`src/rtl/max7219_chain_if_pkg.sv`:
```
// Shared constants and FSM state type for the MAX7219 daisy-chain serializer.
package max7219_pkg;

    localparam int          C_MAX7219_WORD_WIDTH = 16;
    localparam logic [15:0] C_MAX7219_NOOP       = 16'h0000;

    typedef enum logic [2:0] {
        ST_IDLE,
        ST_SHIFT_LOW,
        ST_SHIFT_HIGH,
        ST_LOAD,
        ST_DONE
    } max7219_state_e;

    function automatic int max_int(input int a, input int b);
        return (a > b) ? a : b;
    endfunction

endpackage

```
`src/rtl/max7219_chain_if_if.sv`:
```
// Request/serial-bus bundle between a frame producer and max7219_chain_if.
// MAX7219_CHAIN_IF_NOOP_MASK_EN adds the per-word no-op mask input.
interface max7219_chain_if_if
    import max7219_pkg::*;
#(
    parameter int G_NB_MATRIX = 8
);
    logic                                          i_start;
    logic                                          i_en_load;
    logic [C_MAX7219_WORD_WIDTH*G_NB_MATRIX-1:0]   i_data;
`ifdef MAX7219_CHAIN_IF_NOOP_MASK_EN
    logic [G_NB_MATRIX-1:0]                        i_word_mask;
`endif
    logic                                          o_max7219_load;
    logic                                          o_max7219_data;
    logic                                          o_max7219_clk;
    logic                                          o_busy;
    logic                                          o_done;

    modport master (
`ifdef MAX7219_CHAIN_IF_NOOP_MASK_EN
        output i_word_mask,
`endif
        output i_start, i_en_load, i_data,
        input  o_max7219_load, o_max7219_data, o_max7219_clk, o_busy, o_done
    );

    modport slave (
`ifdef MAX7219_CHAIN_IF_NOOP_MASK_EN
        input  i_word_mask,
`endif
        input  i_start, i_en_load, i_data,
        output o_max7219_load, o_max7219_data, o_max7219_clk, o_busy, o_done
    );

endinterface

```
`src/rtl/max7219_chain_if_tick_timer.sv`:
```
// Down-counter: load a duration, expire_o pulses during the last cycle of it.
module max7219_tick_timer #(
    parameter int G_WIDTH = 3
) (
    input  logic               clk,
    input  logic               rst_n,
    input  logic               load_i,
    input  logic [G_WIDTH-1:0] load_val_i,
    output logic               expire_o
);

    logic [G_WIDTH-1:0] cnt_q;
    logic [G_WIDTH-1:0] cnt_d;

    always_comb begin
        cnt_d = cnt_q;
        if (load_i) begin
            cnt_d = load_val_i;
        end else if (cnt_q != '0) begin
            cnt_d = cnt_q - 1'b1;
        end
    end

    always_ff @(posedge clk or negedge rst_n) begin
        if (!rst_n) begin
            cnt_q <= '0;
        end else begin
            cnt_q <= cnt_d;
        end
    end

    assign expire_o = (cnt_q == G_WIDTH'(1));

endmodule

```
`src/rtl/max7219_chain_if.sv`:
```
// Serializes one frame (one 16-bit word per cascaded MAX7219) onto DIN/CLK/LOAD.
// MAX7219_CHAIN_IF_NOOP_MASK_EN: masked words are sent as no-op words.
module max7219_chain_if
    import max7219_pkg::*;
#(
    parameter int G_NB_MATRIX       = 8,
    parameter int G_MAX_HALF_PERIOD = 4,
    parameter int G_LOAD_DURATION   = 4
) (
    input logic               clk,
    input logic               rst_n,
    max7219_chain_if_if.slave bus
);

    localparam int C_NBITS = C_MAX7219_WORD_WIDTH * G_NB_MATRIX;
    localparam int C_BW    = $clog2(C_NBITS);
    localparam int C_TW    = $clog2(max_int(G_MAX_HALF_PERIOD, G_LOAD_DURATION) + 1);

    localparam logic [C_BW-1:0] C_LAST_BIT = C_BW'(C_NBITS - 1);
    localparam logic [C_TW-1:0] C_HALF     = C_TW'(G_MAX_HALF_PERIOD);
    localparam logic [C_TW-1:0] C_LOADDUR  = C_TW'(G_LOAD_DURATION);

    max7219_state_e     state_q;
    logic [C_NBITS-1:0] shreg_q;
    logic [C_BW-1:0]    bit_cnt_q;
    logic               en_load_q;
    logic               load_q;
    logic               data_q;
    logic               sclk_q;
    logic               busy_q;
    logic               done_q;

    logic [C_NBITS-1:0] masked_data_d;
    logic               tmr_load;
    logic [C_TW-1:0]    tmr_val;
    logic               tmr_expire;

    always_comb begin
        masked_data_d = bus.i_data;
`ifdef MAX7219_CHAIN_IF_NOOP_MASK_EN
        for (int k = 0; k < G_NB_MATRIX; k++) begin
            if (bus.i_word_mask[k]) begin
                masked_data_d[k*C_MAX7219_WORD_WIDTH +: C_MAX7219_WORD_WIDTH] = C_MAX7219_NOOP;
            end
        end
`endif
    end

    // The timer is reloaded on the same edge the FSM enters a timed state.
    always_comb begin
        tmr_load = 1'b0;
        tmr_val  = C_HALF;
        case (state_q)
            ST_IDLE:       tmr_load = bus.i_start;
            ST_SHIFT_LOW:  tmr_load = tmr_expire;
            ST_SHIFT_HIGH: begin
                if (tmr_expire) begin
                    if (bit_cnt_q != C_LAST_BIT) begin
                        tmr_load = 1'b1;
                    end else if (en_load_q) begin
                        tmr_load = 1'b1;
                        tmr_val  = C_LOADDUR;
                    end
                end
            end
            default: ;
        endcase
    end

    max7219_tick_timer #(
        .G_WIDTH (C_TW)
    ) u_tick_timer (
        .clk        (clk),
        .rst_n      (rst_n),
        .load_i     (tmr_load),
        .load_val_i (tmr_val),
        .expire_o   (tmr_expire)
    );

    always_ff @(posedge clk or negedge rst_n) begin
        if (!rst_n) begin
            state_q   <= ST_IDLE;
            shreg_q   <= '0;
            bit_cnt_q <= '0;
            en_load_q <= 1'b0;
            load_q    <= 1'b0;
            data_q    <= 1'b0;
            sclk_q    <= 1'b0;
            busy_q    <= 1'b0;
            done_q    <= 1'b0;
        end else begin
            case (state_q)
                ST_IDLE: begin
                    if (bus.i_start) begin
                        state_q   <= ST_SHIFT_LOW;
                        en_load_q <= bus.i_en_load;
                        data_q    <= masked_data_d[C_NBITS-1];
                        shreg_q   <= {masked_data_d[C_NBITS-2:0], 1'b0};
                        bit_cnt_q <= '0;
                        sclk_q    <= 1'b0;
                        busy_q    <= 1'b1;
                    end
                end
                ST_SHIFT_LOW: begin
                    if (tmr_expire) begin
                        state_q <= ST_SHIFT_HIGH;
                        sclk_q  <= 1'b1;
                    end
                end
                ST_SHIFT_HIGH: begin
                    if (tmr_expire) begin
                        sclk_q <= 1'b0;
                        if (bit_cnt_q != C_LAST_BIT) begin
                            state_q   <= ST_SHIFT_LOW;
                            data_q    <= shreg_q[C_NBITS-1];
                            shreg_q   <= {shreg_q[C_NBITS-2:0], 1'b0};
                            bit_cnt_q <= bit_cnt_q + 1'b1;
                        end else begin
                            data_q    <= 1'b0;
                            bit_cnt_q <= '0;
                            shreg_q   <= {G_NB_MATRIX{C_MAX7219_NOOP}};
                            if (en_load_q) begin
                                state_q <= ST_LOAD;
                                load_q  <= 1'b1;
                            end else begin
                                state_q <= ST_DONE;
                                busy_q  <= 1'b0;
                                done_q  <= 1'b1;
                            end
                        end
                    end
                end
                ST_LOAD: begin
                    if (tmr_expire) begin
                        state_q <= ST_DONE;
                        load_q  <= 1'b0;
                        busy_q  <= 1'b0;
                        done_q  <= 1'b1;
                    end
                end
                ST_DONE: begin
                    state_q <= ST_IDLE;
                    done_q  <= 1'b0;
                end
                default: begin
                    state_q <= ST_IDLE;
                    load_q  <= 1'b0;
                    data_q  <= 1'b0;
                    sclk_q  <= 1'b0;
                    busy_q  <= 1'b0;
                    done_q  <= 1'b0;
                end
            endcase
        end
    end

    assign bus.o_max7219_load = load_q;
    assign bus.o_max7219_data = data_q;
    assign bus.o_max7219_clk  = sclk_q;
    assign bus.o_busy         = busy_q;
    assign bus.o_done         = done_q;

endmodule

```
`src/flat_wrapper.sv`:
```
// flat-port wrapper written by rule: the top's interface ports become plain ports
module max7219_chain_if_flat import max7219_pkg::*;
#(
    parameter int G_NB_MATRIX       = 8,
    parameter int G_MAX_HALF_PERIOD = 4,
    parameter int G_LOAD_DURATION   = 4
)
  (clk, rst_n, bus_i_start, bus_i_en_load, bus_i_data, bus_o_max7219_load, bus_o_max7219_data, bus_o_max7219_clk, bus_o_busy, bus_o_done);
  max7219_chain_if_if #(.G_NB_MATRIX(G_NB_MATRIX)) bus_i ();
  input logic clk;
  input logic rst_n;
  input wire logic [$bits(bus_i.i_start)-1:0] bus_i_start;
  input wire logic [$bits(bus_i.i_en_load)-1:0] bus_i_en_load;
  input wire logic [$bits(bus_i.i_data)-1:0] bus_i_data;
  output wire logic [$bits(bus_i.o_max7219_load)-1:0] bus_o_max7219_load;
  output wire logic [$bits(bus_i.o_max7219_data)-1:0] bus_o_max7219_data;
  output wire logic [$bits(bus_i.o_max7219_clk)-1:0] bus_o_max7219_clk;
  output wire logic [$bits(bus_i.o_busy)-1:0] bus_o_busy;
  output wire logic [$bits(bus_i.o_done)-1:0] bus_o_done;
  assign bus_i.i_start = bus_i_start;
  assign bus_i.i_en_load = bus_i_en_load;
  assign bus_i.i_data = bus_i_data;
  assign bus_o_max7219_load = bus_i.o_max7219_load;
  assign bus_o_max7219_data = bus_i.o_max7219_data;
  assign bus_o_max7219_clk = bus_i.o_max7219_clk;
  assign bus_o_busy = bus_i.o_busy;
  assign bus_o_done = bus_i.o_done;
  max7219_chain_if #(.G_NB_MATRIX(G_NB_MATRIX), .G_MAX_HALF_PERIOD(G_MAX_HALF_PERIOD), .G_LOAD_DURATION(G_LOAD_DURATION)) u_core (.clk(clk), .rst_n(rst_n), .bus(bus_i));
endmodule
```
`config.mk`:
```
export PLATFORM = sky130hd
export DESIGN_NAME = max7219_chain_if_flat
export DESIGN_NICKNAME = d
export VERILOG_FILES = /design/src/rtl/max7219_chain_if_pkg.sv /design/src/rtl/max7219_chain_if_if.sv /design/src/rtl/max7219_chain_if_tick_timer.sv /design/src/rtl/max7219_chain_if.sv /design/src/flat_wrapper.sv
export SDC_FILE = /design/constraint.sdc
export NUM_CORES = 1
export LEC_CHECK = 0
export CAP_MARGIN = 20
export CELL_PAD_IN_SITES_DETAIL_PLACEMENT = 1
export CELL_PAD_IN_SITES_GLOBAL_PLACEMENT = 1
export CORE_MARGIN = 3
export CORE_UTILIZATION = 35
export CTS_CLUSTER_DIAMETER = 40
export CTS_CLUSTER_SIZE = 8
export DETAILED_ROUTE_END_ITERATION = 10
export DONT_BUFFER_PORTS = 1
export PLACE_DENSITY = 0.66
export SLEW_MARGIN = 30
export SYNTH_ARGS = -nofsm -noshare
export SYNTH_HDL_FRONTEND = slang
export SYNTH_HIERARCHICAL = 1
export SYNTH_SLANG_ARGS = --single-unit
export TNS_END_PERCENT = 1
```
`constraint.sdc`:
```
create_clock -name clk -period 2.8 [get_ports clk]
set_input_delay 0.7 -clock clk [delete_from_list [all_inputs] [get_ports clk]]
set_output_delay 0.7 -clock clk [all_outputs]
set_load 0.02 [all_outputs]
```
Word level (Yosys, flattened, before mapping)
Index checks and enable logic that the tools add are counted.

Flip-flop bits (word level): 147. Bits in latches: 0. Bits in writable memories: 0. Bits in read-only memories: 0. Input port bits: 132. Output and inout bits: 5. Logic and storage cells: 89. Memories: 0.

Add/sub/neg operators: 2. $mul: 0. Divide/modulo/power cells: 0. Magnitude comparators: 0. Equal/unequal tests: 13. Shift-type cells: 0. Mux-type cells: 42. Bitwise logic cells: 5. Reductions and logical operators: 17.

Operators by type and width (count): $mux 128 (3); $pmux 128 s2 (1); $mux 3 (8); $mux 7 (3); $mux 1 (19); $pmux 7 s2 (1); $pmux 1 s3 (4); $pmux 3 s4 (1); $reduce_and 5->1 (2); $ne 2x1->1 const B (4); $pmux 1 s4 (2); $reduce_and 4->1 (2); $add 7x1->7 const B (1); $ne 7x7->1 const B (1); $eq 3x1->1 const B (2); $eq 3x2->1 const B (2); $ne 2x2->1 const B (3); $reduce_and 3->1 (2); $reduce_and 6->1 (1); $reduce_or 2->1 (3); $reduce_or 3->1 (2); $not 1->1 (5); $reduce_bool 2->1 (2); $eq 3x3->1 const B (1); other kinds (4) (4).

Depth between registers and ports, before layout
Gate-level depths: netlist of run 1.

Word-level depth: 5. Depth in mapped cells: 10. Depth with buffers taken out: 7.

Cells and area by module
Netlist of run 1, hierarchy kept.

By module, submodules not included: max7219_chain_if (instances 1, cells an instance 711, area each 6530.0 um^2); max7219_tick_timer (instances 1, cells an instance 22, area each 219.0 um^2).

Worst setup path before layout of run 1
OpenSTA, ideal clock, no wires.

Path type: register to register. From: reg u_core.u_tick_timer.cnt_q[0]. To: reg u_core.state_q[0]. Arrival time: 1854 ps. Data required time: 2658 ps. Path slack: 804 ps. Cell stages (with the launch flop): 9. Period minus slack after synthesis: 1996 ps. Cells stage by stage: dfrtp_1 ha_1 and2b_2 mux2i_1 nand2b_1 buf_2 buf_2 buf_1 o32ai_1.

Longest elaborated chain between the ends: 3. Elaborated cells between the ends (all ways): 5. Classes of those cells: 4 x eq/ne; 1 x reduce/logical.

RTL lines: start, declared (RTL line max7219_chain_if_tick_timer.sv:12) `logic [G_WIDTH-1:0] cnt_q;`; start signal, assigned (RTL line max7219_chain_if_tick_timer.sv:28) `cnt_q <= cnt_d;`; $eq 3x1->1 * (RTL line max7219_chain_if_tick_timer.sv:32) `assign expire_o = (cnt_q == G_WIDTH'(1));`; named net u_core.tmr_expire (RTL line max7219_chain_if.sv:36) `logic tmr_expire;`; $ne 2x1->1 (no source line); $reduce_and 4->1 (no source line) *; end signal, assigned (RTL line max7219_chain_if.sv:82) `state_q <= ST_IDLE;`; end signal, assigned (RTL line max7219_chain_if.sv:95) `state_q <= ST_SHIFT_LOW;`; end signal, assigned (RTL line max7219_chain_if.sv:106) `state_q <= ST_SHIFT_HIGH;`; end, declared (RTL line max7219_chain_if.sv:23) `max7219_state_e state_q;`.

Mark *: on every way through the listed nets, which the timed path passes. The rest lies on a longest branch. A chain may end at the register's enable or synchronous reset.

Final worst setup path of run 1
From: reg u_core.u_tick_timer.cnt_q[1]. To: reg u_core.shreg_q[103].

Longest elaborated chain between the ends: 3.

RTL lines: $eq 3x1->1 (RTL line max7219_chain_if_tick_timer.sv:32); named net u_core.tmr_expire (RTL line max7219_chain_if.sv:36); $ne 2x1->1 (no source line); $reduce_and 3->1 (no source line); end signal, assigned (RTL line max7219_chain_if.sv:98) `shreg_q <= {masked_data_d[C_NBITS-2:0], 1'b0};`; end signal, assigned (RTL line max7219_chain_if.sv:116) `shreg_q <= {shreg_q[C_NBITS-2:0], 1'b0};`; end signal, assigned (RTL line max7219_chain_if.sv:121) `shreg_q <= {G_NB_MATRIX{C_MAX7219_NOOP}};`; end, declared (RTL line max7219_chain_if.sv:24) `logic [C_NBITS-1:0] shreg_q;`.

The timed path passes the listed nets, and every way through them passes these cells.

==> metrics, run 1 <==
run status complete, but fails checks; failing checks hold timing; vias in the first global route 5835; Die Y around 140 um; area leader, netlist dfrtp_1; max-slew violation count 0; share of post-route cells with drive strength above 1 under 10%; Max transition margin a little under three fifths; CP Class register to register; period utilization 80.4%; RD Place Congestion 0.813; Seq cells post-synth 146; worst hold slack -0.0284 ns; CTS root buf clkbuf_16; Max IR drop VDD 0.000419 V; die area between 20000 and 25000 um2; filler cell count 2131; Register Area 3650 um2; PwrDens 1240 nW/um2; Die Span X approximately 140 um; Rows 50; Least-Margin Pin Slew between 0.6 and 0.7 ns; syn avg cell area 9.21 um2; port bufs 0; Multi-input gate area between 2000 and 3000 um2; CP arrival 2.58 ns; Tmin final 2.25 ns; Setup-failing EPs final 0; clk sink count 146; Hold Path Class input pin to async pin; CTS Buffer Depth 2; number of antenna violations at the first check in global routing 0; largest cells by area after synthesis dfrtp_1, a22oi_1, nand3_1; CTS tree yes; antenna diode count 0; leak pwr 3.44 nW; Total Wirelength 18600 um; first-pass GRT wire length 30700 um; Skew-Pair Late Insertion Delay roughly 0.43 ns; final setup TNS 0 ns; warnings from Yosys 6; core area 18800 um2; Area Growth Syn to Fin 12.9%; clk_skew 0.0128 ns; H-tree depth 4; Max Cap Viol 0; placed cells 942; Cells after Synth 733; worst-path fanout max 60; detailed-route via count 5548; Mapped Area slightly below 7000 um2; TritonCTS buffer count 17; f_max approximately 440 MHz; Residual DRC 0; post-synthesis cell type count 44; Final HPWL DP 11700 um; Hold Fails Final Rpt 34; crit end category register; startpoint types register; sequential fraction of the synthesis area between 50 and 60%; drt via density 5.70; total track usage 18.2%; pin count of the biggest net entering global routing roughly 150; post-synth top area share 54.1%; DR WL/cell about 19 um; commonest cells after routing, fill and taps aside dfrtp_1, nand2_1, nand3_1, a22oi_1; Synth Flop Type dfrtp_1; ys async rst share 100%; most common cell after layout, fill and taps aside dfrtp_1; Starting Density 35.8%; RSZ-0062 raised after global routing no; TritonRoute pass-1 iters 4; R2R setup slack 0.55 ns; gr ovfl total 0; NumNets Final 837; Clock Pin Slew Worst Setup and Hold Paths 0.06 ns; Critical Path RT 3.13 ns; I/O pin total 137; number of flops mapped to enable cells by yosys 0; Final ANT Viol Nets 0; Non-Filler Instances 974; Starting DRT DRC Count roughly 370
==> synth_stat cells (5+ instances only) <==
| cell type | instances |
|---|---|
| buf_2 | 19 |
| nor2_1 | 41 |
| dfrtp_1 | 146 |
| clkbuf_1 | 35 |
| nand2_1 | 137 |
| a31oi_1 | 41 |
| inv_1 | 8 |
| a22oi_1 | 88 |
| nand3_1 | 128 |
| a21oi_1 | 5 |
| buf_1 | 11 |
| o21ai_0 | 12 |
| nor2b_1 | 8 |
==> critical path: stages (launching register included) <==
cell and delay (ns):
dfrtp_1 0.38, inv_1 0.11, ha_1 0.15, and2b_2 0.22
mux2i_1 0.18, nor3_4 0.54, buf_12 0.32, nor2_1 0.07
a31oi_1 0.16
==> what timing repair did <==
action	4_1_cts	5_1_grt
endpoints found under the hold margin	146	146
setup buffers	0	0
resized for setup	0	0
==> report_power, final <==
group | switching [mW] | leakage (nW) | internal (mW)
Combinational | 1.96 | 1.37 | 1.27
Sequential | 0.701 | 1.78 | 3.09
Clock | 0.952 | 0.291 | 1.44
Total | 3.61 | 3.44 | 5.80
==> final cells by class <==
class | instances | area share, %
Sequential cell | 146 | 47.9
Multi-Input combinational cell | 515 | 37.0
Clock buffer | 19 | 5.81
Tap cell | 260 | 4.27
Clock inverter | 13 | 2.28
Timing Repair Buffer | 13 | 2.27
Inverter | 8 | 0.394
==> state kept, by name, summed over array words and instances, names as in the netlist, 3 cells and up <==
name and count:
u_core/bit_cnt_q 7, u_core/shreg_q 127, u_core/state_q 3, u_core/u_tick_timer/cnt_q 3
==> worst paths after layout <==
kind,from,endpoint,cells after the start
max,u_core/u_tick_timer/cnt_q[1],u_core/shreg_q[103],8
min,rst_n,u_core/shreg_q[113],0
max reg2reg,u_core/u_tick_timer/cnt_q[1],u_core/shreg_q[103],8
min reg2reg,u_core/shreg_q[57],u_core/shreg_q[58],2
max in group asynchronous,rst_n,u_core/bus.o_max7219_clk,0
min in group clk,bus_i_data[0],u_core/shreg_q[1],1
==> stage by stage <==
| step | utilization, % | worst slack, ns | hold slack, ns | total power, mW | cell area (um2) |
|---|---|---|---|---|---|
| floorplan | - | 0.804 | 0.404 | 6.11 | 6750 |
| CTS | 40.5 | 0.537 | -0.0518 | 9.53 | 7620 |
| detailed placement | 37.2 | 0.561 | 0.409 | 7.07 | 7000 |
| finish | 40.5 | 0.549 | -0.0284 | 9.42 | 7620 |
| global placement | 37.2 | 0.714 | 0.410 | 6.79 | 7000 |
| global route | 40.5 | 0.356 | -0.0633 | 10.2 | 7620 |
==> layer usage <==
metal  GRT usage [%]  part of all wire (%)  vias up
li1                -                     -     2558
met1            23.8                    43     2850
met2            29.1                    49      126
met3            6.41                   6.4       14
met4            4.42                  0.98        0
met5               0                     0        -
==> kinds of logic after synthesis <==
family	share of synthesized area (%)
adders and majority gates	0.742
DFF	54.1
muxes	0.463
buffers and inverters	4.41
and+or+nand+nor	22.7
AOI/OAI and AO/OA	17.5
other	0.111
Power figures use the tool's default switching activity.
==> inputs of run 2 (changes only) <==
PLACE_DENSITY = 0.68   (was 0.66)
clock period = 1.9 ns   (was 2.8 ns; I/O delays follow)
==> metrics, run 2 (same netlist as run 1, synthesis figures left out) <==
fin util 42.4% (+1.9 points); number of antenna violations at the first check in global routing 0 (unchanged); busiest layer in global routing met2; Hold Path Class input pin to async pin; Register Area 3650 um2 (about the same); port bufs 0 (unchanged); Residual DRC 0 (unchanged); drt via density 5.62 (-1.3%); startpoint types register; commonest cells after routing, fill and taps aside dfrtp_1, nand2_1, nand3_1, a22oi_1; filler cell count 2103 (-1.3%); DR WL/cell 19.8 um (+3.8%); Max IR drop VDD 0.000651 V (+55%); vias in the first global route 5872 (+0.63%); core area 18800 um2 (unchanged); failing checks hold timing; Tmin final 1.86 ns (-0.389 ns); CP Class register to register; Crit Reg-Reg Endpoint u_core/u_tick_timer/cnt_q[1]; Critical Path RT 2.19 ns (-0.94 ns); Area Growth Syn to Fin 18.3%; Starting Density 35.8% (unchanged); RSZ-0062 raised after global routing yes; Total Wirelength 19800 um (+6.3%); worst-path fanout max 6 (-90%); total track usage 18.2% (-0.024 points); register with the most flip-flops u_core/shreg_q; die area 21000 um2 (unchanged); NumNets Final 861 (+2.9%); Die Y 145 um (unchanged); biggest regs u_core/shreg_q (127), u_core/bit_cnt_q (7); Starting DRT DRC Count 329 (-10%); run status complete, but fails checks; Multi-input gate area 2880 um2 (+2.0%); Final HPWL DP 12300 um (+4.6%); Skew-Pair Late Insertion Delay 0.42 ns (about the same); crit end category register; TritonRoute pass-1 iters 4 (unchanged); clk_skew 0.00955 ns (-0.00327 ns); gr ovfl total 0 (unchanged); Total Power 14.7 mW (+56%); Global Route met1 Usage 23.1% (-0.74 points); first-pass GRT wire length 30500 um (-0.58%); Setup-failing EPs final 0 (unchanged); detailed-route via count 5611 (+1.1%); Max Cap Viol 0 (unchanged); Reg2Reg Depth 7 (-1); Final ANT Viol Nets 0 (unchanged); period utilization 98.0% (+18 points); CTS root buf clkbuf_16; Hold Fails Final Rpt 146 (+330%); TritonCTS buffer count 17 (unchanged); PwrDens 1840 nW/um2 (+49%); H-tree depth 4 (unchanged); RD Place Congestion 0.854 (+5.0%); Clock Pin Slew Worst Setup and Hold Paths 0.06 ns (about the same); GR Util met3 5.13% (-1.3 points); I/O pin total 137 (unchanged); CP arrival 2.15 ns (-0.43 ns); max-slew violation count 0 (unchanged); CTS tree yes; clk sink count 146 (unchanged); worst hold slack -0.250 ns (-0.221 ns); R2R Path Start u_core/bit_cnt_q[1]; Die Span X 145 um (unchanged); most common cell after layout, fill and taps aside dfrtp_1; antenna diode count 0 (unchanged); CTS Buffer Depth 2 (unchanged); share of post-route cells with drive strength above 1 11.5% (+4.4 points); max reg flops 127 (unchanged); R2R setup slack 0.04 ns (-0.51 ns); leak pwr 3.62 nW (+5.1%); met2 usage 30.0% (+0.95 points); final setup TNS 0 ns (unchanged); Rows 50 (unchanged); pin count of the biggest net entering global routing 147 (unchanged); f_max 537 MHz (+21%)
==> run 2: timing repair <==
| action | in CTS | in global routing |
|---|---|---|
| hold endpoints to repair | 146 | 146 |
| pin swaps | 0 | 3 |
| setup endpoints to repair | 107 | 135 |
| gates cloned | 0 | 3 |
| buffers inserted | 0 | 2 |
| gates resized for setup | 4 | 22 |
==> run 2: worst max-delay path by stage <==
| stage | startpoint | end | slack, ns | cells past startpoint |
|---|---|---|---|---|
| 6_report | u_core/bit_cnt_q[1] | u_core/u_tick_timer/cnt_q[1] | 0.04 | 7 |
| 5_1_grt | u_core/bit_cnt_q[1] | u_core/u_tick_timer/cnt_q[0] | -0.04 | 7 |
| 4_1_cts | u_core/u_tick_timer/cnt_q[1] | u_core/shreg_q[121] | -0.01 | 8 |
| 3_5_place_dp | u_core/u_tick_timer/cnt_q[1] | u_core/bit_cnt_q[6] | -0.13 | 8 |
| 3_3_place_gp | u_core/bit_cnt_q[1] | u_core/u_tick_timer/cnt_q[0] | -0.03 | 7 |
| 2_1_floorplan | u_core/u_tick_timer/cnt_q[0] | u_core/shreg_q[63] | -0.07 | 9 |
==> run 2: layout make-up <==
cell class | instances | area share (%)
tap | 260 | 4.07
clock buffer | 21 | 5.89
sequential | 146 | 45.8
inverter | 8 | 0.376
clock inverter | 11 | 2.16
timing repair buffer | 37 | 5.70
multi-input combinational | 515 | 36.0
==> run 2: worst max-delay path, cell delays in order (launching register included) <==
cell	delay, ns
dfrtp_1	0.37
ha_2	0.21
nand4_1	0.16
o21ai_2	0.18
o21ai_0	0.11
a21o_2	0.29
nor4b_1	0.34
a311oi_1	0.08
==> run 2: power by group <==
group	internal (mW)	switching (mW)
combinational	2.31	3.19
sequential	4.56	0.960
clock	2.32	1.35
==> run 2: per-layer routing <==
metal	vias up	share of wire (%)
li1	2608	-
met1	2834	44
met2	143	49
met3	26	5.5
met4	0	1.6
met5	-	0
==> run 2: per-stage QoR <==
step,setup slack (ns),std cells,area (um2)
after detailed placement,-0.134,961,7180
after global routing,-0.0409,998,7990
after CTS,-0.0141,993,7840
final,0.0378,998,7990
after floorplan,-0.0693,734,6750
after global placement,-0.0315,961,7180
